<file path="src/rtl/gshare_ctrl.sv">
// gshare predictor controller: drives a dual-port counter SRAM (port 0 lookups,
// port 1 init and read-modify-write updates) and owns the speculative global history.
module gshare_ctrl #(
    parameter int ADDR_WIDTH = 6,
    parameter int DATA_WIDTH = 32,
    parameter int NUM_WMASKS = 16,
    parameter int GHR_WIDTH  = 10
) (
    input  logic                  clk,
    input  logic                  rst_n,
    input  logic                  pred_valid,
    output logic                  pred_ready,
    input  logic [31:0]           pred_pc,
    output logic                  resp_valid,
    output logic                  resp_taken,
    output logic [GHR_WIDTH-1:0]  resp_ghr,
    input  logic                  upd_valid,
    output logic                  upd_ready,
    input  logic [31:0]           upd_pc,
    input  logic [GHR_WIDTH-1:0]  upd_ghr,
    input  logic                  upd_taken,
    input  logic                  upd_mispredict,
    output logic [GHR_WIDTH-1:0]  ghr,
    output logic                  csb0,
    output logic                  web0,
    output logic [NUM_WMASKS-1:0] wmask0,
    output logic [ADDR_WIDTH-1:0] addr0,
    output logic [DATA_WIDTH-1:0] din0,
    input  logic [DATA_WIDTH-1:0] dout0,
    output logic                  csb1,
    output logic                  web1,
    output logic [NUM_WMASKS-1:0] wmask1,
    output logic [ADDR_WIDTH-1:0] addr1,
    output logic [DATA_WIDTH-1:0] din1,
    input  logic [DATA_WIDTH-1:0] dout1
);
    localparam int SLOT_W = GHR_WIDTH - ADDR_WIDTH;

    typedef enum logic [2:0] {S_INIT, S_INIT_CLR, S_IDLE, S_RMW, S_DRAIN} state_t;

    state_t                state_q, state_d;
    logic [ADDR_WIDTH-1:0] ptr_q, ptr_d;
    logic [ADDR_WIDTH-1:0] uaddr_q, uaddr_d;
    logic [SLOT_W-1:0]     uslot_q, uslot_d;
    logic                  utaken_q, utaken_d;
    logic                  rvld_q;
    logic [SLOT_W-1:0]     pslot_q;
    logic [GHR_WIDTH-1:0]  rghr_q;
    logic [GHR_WIDTH-1:0]  ghr_q, ghr_d;

    logic [GHR_WIDTH-1:0]  pred_idx, upd_idx;
    logic                  pred_acc, upd_acc;
    logic [1:0]            cnt_old, cnt_new;
    logic                  unused;

    assign pred_idx = pred_pc[GHR_WIDTH+1:2] ^ ghr_q;
    assign upd_idx  = upd_pc[GHR_WIDTH+1:2] ^ upd_ghr;
    assign unused   = ^{pred_pc[31:GHR_WIDTH+2], pred_pc[1:0], upd_pc[31:GHR_WIDTH+2], upd_pc[1:0]};

    assign cnt_old = dout1[{uslot_q, 1'b0} +: 2];
    always_comb begin
        cnt_new = cnt_old;
        if (utaken_q && cnt_old != 2'b11)       cnt_new = cnt_old + 2'd1;
        else if (!utaken_q && cnt_old != 2'b00) cnt_new = cnt_old - 2'd1;
    end

    // Port 1 sequencing; all SRAM strobes are forced idle while reset is held
    always_comb begin
        state_d    = state_q;
        ptr_d      = ptr_q;
        uaddr_d    = uaddr_q;
        uslot_d    = uslot_q;
        utaken_d   = utaken_q;
        csb1       = 1'b1;
        web1       = 1'b1;
        wmask1     = '0;
        addr1      = '0;
        din1       = '0;
        pred_ready = 1'b0;
        upd_ready  = 1'b0;
        upd_acc    = 1'b0;
        case (state_q)
            S_INIT: begin
                csb1   = 1'b0;
                web1   = 1'b0;
                addr1  = ptr_q;
                din1   = {NUM_WMASKS{2'b01}};
                wmask1 = '1;
                ptr_d  = ptr_q + 1'b1;
                if (ptr_q == '1) state_d = S_INIT_CLR;
            end
            S_INIT_CLR: begin
                csb1    = 1'b0;
                state_d = S_IDLE;
            end
            S_IDLE: begin
                pred_ready = 1'b1;
                upd_ready  = 1'b1;
                if (upd_valid) begin
                    upd_acc  = 1'b1;
                    uaddr_d  = upd_idx[GHR_WIDTH-1:SLOT_W];
                    uslot_d  = upd_idx[SLOT_W-1:0];
                    utaken_d = upd_taken;
                    csb1     = 1'b0;
                    addr1    = upd_idx[GHR_WIDTH-1:SLOT_W];
                    state_d  = S_RMW;
                end
            end
            S_RMW: begin
                pred_ready = 1'b1;
                csb1       = 1'b0;
                web1       = 1'b0;
                addr1      = uaddr_q;
                wmask1     = NUM_WMASKS'(1) << uslot_q;
                din1       = DATA_WIDTH'(cnt_new) << {uslot_q, 1'b0};
                state_d    = S_DRAIN;
            end
            S_DRAIN: begin
                pred_ready = 1'b1;
                csb1       = 1'b0;
                addr1      = uaddr_q;
                state_d    = S_IDLE;
            end
            default: state_d = S_INIT;
        endcase
        if (!rst_n) begin
            csb1       = 1'b1;
            web1       = 1'b1;
            wmask1     = '0;
            pred_ready = 1'b0;
            upd_ready  = 1'b0;
            upd_acc    = 1'b0;
        end
    end

    assign pred_acc   = pred_valid & pred_ready;
    assign csb0       = ~pred_acc;
    assign web0       = 1'b1;
    assign wmask0     = '0;
    assign din0       = '0;
    assign addr0      = pred_idx[GHR_WIDTH-1:SLOT_W];
    assign resp_valid = rvld_q & rst_n;
    assign resp_taken = resp_valid & dout0[{pslot_q, 1'b1}];
    assign resp_ghr   = rghr_q;
    assign ghr        = rst_n ? ghr_q : '0;

    // Mispredict repair overrides the speculative shift from a same-cycle response
    always_comb begin
        ghr_d = ghr_q;
        if (upd_acc && upd_mispredict) ghr_d = {upd_ghr[GHR_WIDTH-2:0], upd_taken};
        else if (resp_valid)           ghr_d = {ghr_q[GHR_WIDTH-2:0], resp_taken};
    end

    always_ff @(posedge clk) begin
        if (!rst_n) begin
            state_q  <= S_INIT;
            ptr_q    <= '0;
            uaddr_q  <= '0;
            uslot_q  <= '0;
            utaken_q <= 1'b0;
            rvld_q   <= 1'b0;
            pslot_q  <= '0;
            rghr_q   <= '0;
            ghr_q    <= '0;
        end else begin
            state_q  <= state_d;
            ptr_q    <= ptr_d;
            uaddr_q  <= uaddr_d;
            uslot_q  <= uslot_d;
            utaken_q <= utaken_d;
            rvld_q   <= pred_acc;
            pslot_q  <= pred_idx[SLOT_W-1:0];
            rghr_q   <= ghr_q;
            ghr_q    <= ghr_d;
        end
    end
endmodule
</file>
<file path="config.mk">
export PLATFORM = sky130hd
export DESIGN_NAME = gshare_ctrl
export DESIGN_NICKNAME = d
export VERILOG_FILES = /design/src/rtl/gshare_ctrl.sv
export SDC_FILE = /design/constraint.sdc
export NUM_CORES = 1
export LEC_CHECK = 0
export ABC_AREA = 1
export BUFFER_PORTS_ARGS = -buffer_cell sky130_fd_sc_hd__buf_2
export CAP_MARGIN = 10
export CORE_AREA = 2 2 110 112
export DETAILED_ROUTE_END_ITERATION = 10
export DIE_AREA = 0 0 112 114
export PLACE_DENSITY = 0.68
export REMOVE_ABC_BUFFERS = 1
export SLEW_MARGIN = 20
export SYNTH_ARGS = -nofsm -noshare
export SYNTH_HDL_FRONTEND = slang
export SYNTH_SLANG_ARGS = --single-unit
</file>
<file path="constraint.sdc">
create_clock -name clk -period 2.47 [get_ports clk]
set_input_delay 0.3705 -clock clk [delete_from_list [all_inputs] [get_ports clk]]
set_output_delay 0.3705 -clock clk [all_outputs]
set_load 0.1 [all_outputs]
</file>
**Word level (Yosys, flattened, before mapping)**

Cells that the tools add are included.

- Bits of input ports: 144
- Bits in registers: 45
- Logic and storage cells: 71

- $lt $le $gt $ge: 1
- Mux-type cells: 27
- Add/subtract/negate cells: 3
- Reductions and logical operators: 14
- Bitwise gates (word level): 6
- Shifts and indexed selects: 3
- Equal/unequal tests: 8

Operators by type and width:

| kind | number |
|---|---|
| 32-bit one-hot mux with 2 select lines | 1 |
| 16-bit one-hot mux with 2 select lines | 1 |
| 32-bit by 6-bit indexed part select with 2-bit output | 1 |
| 2-bit by 5-bit << shifter with 32-bit output | 1 |
| 10-bit 2-to-1 mux | 3 |
| 10-bit XOR | 2 |
| 6-bit one-hot mux with 3 select lines | 1 |
| 16-bit 2-to-1 mux | 1 |
| 1-bit by 4-bit << shifter with 16-bit output (first input constant) | 1 |
| 1-bit 2-to-1 mux | 12 |
| 3-bit one-hot mux with 4 select lines | 1 |
| 6-bit by 1-bit adder with 6-bit output (second input constant) | 1 |
| 3-bit by 2-bit == test with 1-bit output (second input constant) | 2 |
| 6-bit == test (second input constant) | 1 |
| 5-bit by 6-bit less-than comparator with 1-bit output (second input constant) | 1 |
| 3-bit 2-to-1 mux | 2 |
| 6-bit 2-to-1 mux | 1 |
| 2-bit != test (second input constant) | 3 |
| 2-bit OR reduction | 3 |
| 1-bit binary-select mux with 4-bit select | 1 |
| 2-bit 2-to-1 mux | 2 |
| 2-bit AND reduction | 2 |
| 2-bit nonzero test | 2 |
| 4-bit OR reduction | 1 |
| 11 further kinds | 15 |

**Longest topological paths before layout**

- Depth in word-level cells: 7
- Gate-level depth with buffers: 18
- Gate-level depth less buffers: 16

**Least setup slack after synthesis**

OpenSTA, ideal clock, no wires.

- Kind: input-to-output
- From: input port rst_n
- To: output port csb0
- Setup slack: -1.270 ns
- Buffers on the path: 1
- Data required time: 2.099 ns
- Stages on the path: 4
- Data arrival time: 3.370 ns
- Path through: clkbuf_1 inv_1 a21oi_1 nand2_1

- Cells in the longest elaborated chain, start to end: 3

Ends and longest elaborated chain:

| item | RTL line | RTL |
|---|---|---|
| start: declaration | 10 | `input logic rst_n,` |
| 1-bit 2-to-1 mux | 126 | `if (!rst_n) begin` |
| named net pred_ready | 12 | `output logic pred_ready,` |
| 1-bit bitwise AND | 136 | `assign pred_acc = pred_valid & pred_ready;` |
| 1-bit NOT | 137 | `assign csb0 = ~pred_acc;` |
| end: declaration | 24 | `output logic csb0,` |

The timed path passes the listed nets, and every way through them passes these cells.

**Worst setup path in the final report**

- From: register uslot_q[0]
- To: output port din1[5]

- Cells in the longest elaborated chain, start to end: 7
- Elaborated cells between the ends (all ways): 11
- Classes of those cells: add/sub: 2; eq/ne: 1; shift: 2; mux: 3; reduce/logical: 3

Ends and longest elaborated chain:

| item | RTL line | RTL |
|---|---|---|
| start: declaration | 44 | `logic [SLOT_W-1:0] uslot_q, uslot_d;` |
| start signal: assignment | 169 | `uslot_q <= uslot_d;` |
| parallel branches: the longest is 5 deep, another holds 2-bit by 1-bit subtractor with 2-bit output | -- |  |
| 2-bit by 5-bit << shifter with 32-bit output (*) | 115 | `din1 = DATA_WIDTH'(cnt_new) << {uslot_q, 1'b0};` |
| 32-bit one-hot mux with 2 select lines (*) | 82 | `case (state_q)` |
| end: declaration | 34 | `output logic [DATA_WIDTH-1:0] din1,` |

Every way passes the cells marked *.

==> results.md <==
- Final worst slack: -0.294 ns
- CTS H-tree depth: 2
- Failing checks: setup timing
- Hold slack final: 0.325 ns
- Mapped Cells: 583
- Largest net degree at the start of global routing: 28
- N_diodes: 0
- Vias per Instance: 4.41
- Hold path start: pred_pc[2]
- Via count: 3991
- I/O pin total: 280
- Hold/Removal Path Class: input pin to flip-flop
- Die Y: 114 um
- Reg-to-reg slack, setup: 0.73 ns
- RR Startpoint: state_q[2]$_SDFFE_PN0P_
- Crit path capture type: output pin
- WL met2: 6130 um
- CTS root buf: clkbuf_16
- Reg clk slew, reported paths: 0.06 ns
- Final worst path period need: 2.76 ns
- Longest Clk Path Bufs: 2
- Reg2Reg Depth: 9
- # clock sinks: 45
- Highest routed layer: met4
- Pre-antenna DRT Iters: 4
- R2r endpoint: ghr_q[3]$_SDFFE_PN0P_
- Initial Util: 0.301
- Clk_skew: 0.00574 ns
- YS warnings: 0
- Power Density: 816 nW/um^2
- GRT Total Usage: 0.175
- Slew HR: 0.624
- Routability Congestion: 0.867
- Max Slew Vio Count: 0
- CORE AREA: 11700 sq um
- First-pass GRT wire length: 18200 um
- Final setup viols: 32
- Final HPWL DP: 8580 um
- WHS Path Cells: 3
- Fin. Hold Viols: 0
- Overflow after GRT: 0
- DR WL met3: 603 um
- CTS Hold Bufs: 0
- Req. time, crit path: 2.10 ns
- Fmax achieved: 0.362 GHz
- EDFF count, synth: 0
- Clk Latency, worst-skew pair: 0.28 ns
- Placed cell count: 886
- Critical setup path kind: flip-flop to output pin
- Initial DRC count: 179
- Top_reg_cell synth: dfxtp_1
- Sequential share of the synthesized area: 0.255
- Leakage: 2.84 nW
- RSZ-0062 raised after global routing: yes
- Max-Cap Viols: 0
- Worst EP arrival: 2.39 ns
- Row count: 40
- WHS Endpoint: pslot_q[0]$_SDFF_PN0_
- IO Port Bufs: 170
- Share of layout cells above drive strength 1: 0.387
- Final wirelength: 11500 um
- Total power: 4.65 mW
- Fillers: 1158
- Status: finished, violations left
- Most frequent cells in the layout: nand2_1 (137), buf_2 (113), nor2_1 (62)
- Fraction of registers with async set/reset: 0
- Worst vdd ir: 0.690 mV
- Synth unique cells: 31
- Most common cell after layout, fill and taps aside: nand2_1
- Final period util: 1.12
- P&R area growth vs syn: 61.4%
- Num CTS Buffers: 5
- Worst slew pin tran: 0.563 ns
- Fin nets: 903
- Antenna violations before repair: 0
- Remaining DRCs: 0
- Area of the multi-input gates: 2280 sq um
- DRT met1 WL: 4760 um
- CTS tree: yes
- ANT nets after route: 0
- Die area: 12800 sq um
- Synth Area per Inst: 6.06 sq um
- Post-synthesis register bit count: 45
- Setup crit start kind: flip-flop
- Register area: 905 sq um
- Avg WL per Cell: 12.8 um
- Fin cells: 904
- CP Max Fanout: 8
- Mapped Area: 3530 sq um
- Die X: 112 um
- Vias in the first global route: 3712
==> registers in the layout (all words and copies together), names as in the netlist <==
register and count:
resp_ghr 10, rvld_q 1, uaddr_q 6, uslot_q 4, state_q 3, utaken_q 1, ghr_q 10, pslot_q 4
ptr_q 6
==> layer usage <==
layer,up-vias,global-route usage
met4,0,0.0350
li1,2024,-
met2,133,0.325
met3,2,0.0239
met5,-,0
met1,1832,0.216
==> through the flow <==
step | utilization | TNS, ns | setup WS [ns] | area, sq um
after floorplan | - | -31.82 | -1.33 | 3160
after global placement | 0.439 | -5.13 | -0.207 | 5140
after detailed placement | 0.439 | -6.70 | -0.258 | 5140
after CTS | 0.480 | -7.56 | -0.267 | 5630
after global routing | 0.487 | -14.31 | -0.438 | 5700
final | 0.487 | -8.78 | -0.294 | 5700
==> kinds of logic (layout without fill, tap and decap cells) <==
| kind of cell | after synthesis | count (layout) | share of synthesized area |
|---|---|---|---|
| XOR/XNOR | 20 | 20 | 0.0496 |
| buffers and inverters | 155 | 280 | 0.240 |
| adder cells (fa/ha/maj) | 3 | 3 | 0.0106 |
| AO/OA/AOI/OAI | 68 | 68 | 0.100 |
| flip-flops | 45 | 45 | 0.255 |
| AND/OR/NAND/NOR | 290 | 292 | 0.342 |
| other | 2 | 49 | 0.00213 |
==> where the power goes <==
group	internal (mW)	switching (mW)
Combinational	0.889	2.30
Clock	0.376	0.286
Sequential	0.764	0.0339
Total	2.03	2.62
==> synthesized netlist by cell type (3+ instances only) <==
cell type / n / area share
buf_4: 58 / 0.12
xor2_1: 16 / 0.040
nor2_2: 11 / 0.019
clkbuf_1: 9 / 0.0096
o21ai_0: 35 / 0.050
a21oi_1: 26 / 0.037
xnor2_1: 4 / 0.0099
nand2_2: 5 / 0.0089
nor3_1: 4 / 0.0057
o211ai_1: 5 / 0.011
nand3_1: 25 / 0.035
dfxtp_1: 45 / 0.26
ha_1: 3 / 0.011
inv_1: 75 / 0.080
nor2_1: 72 / 0.077
buf_6: 4 / 0.013
nand2_1: 165 / 0.18
==> worst max-delay path by stage <==
stage / cells past startpoint / start / slack (ns) / end
2_1_floorplan: 3 / rst_n / -1.33 / csb0
3_3_place_gp: 16 / uslot_q[0]$_SDFFE_PN0P_ / -0.21 / din1[24]
3_5_place_dp: 16 / uslot_q[0]$_SDFFE_PN0P_ / -0.26 / din1[18]
4_1_cts: 17 / uslot_q[0]$_SDFFE_PN0P_ / -0.27 / din1[18]
5_1_grt: 15 / uslot_q[0]$_SDFFE_PN0P_ / -0.44 / din1[5]
6_report: 15 / uslot_q[0]$_SDFFE_PN0P_ / -0.29 / din1[5]
==> final cells by class <==
cell class,count,area share
timing repair buffer,193,0.330
inverter,79,0.0536
clock inverter,2,0.00263
multi-input combinational,432,0.401
clock buffer,6,0.0226
tap,147,0.0323
sequential,45,0.159
==> what timing repair did <==
item,in CTS,in global routing
gates cloned,2,0
gates resized for setup,91,16
pin swaps,26,10
endpoints found under the setup margin,32,42
setup buffers,5,3
==> worst max-delay path, cell delays in order (launching register included) <==
cell	delay, ns
dfxtp_4	0.42
buf_6	0.16
nand2_2	0.05
nand2_1	0.07
nand2_1	0.05
nand3_1	0.08
nand3_1	0.09
nand2_2	0.12
inv_2	0.06
ha_4	0.26
inv_2	0.04
a21oi_2	0.19
nand2_4	0.13
nand2_8	0.17
nor2_4	0.06
buf_12	0.16
No activity file was read; power rests on OpenSTA's default activity.
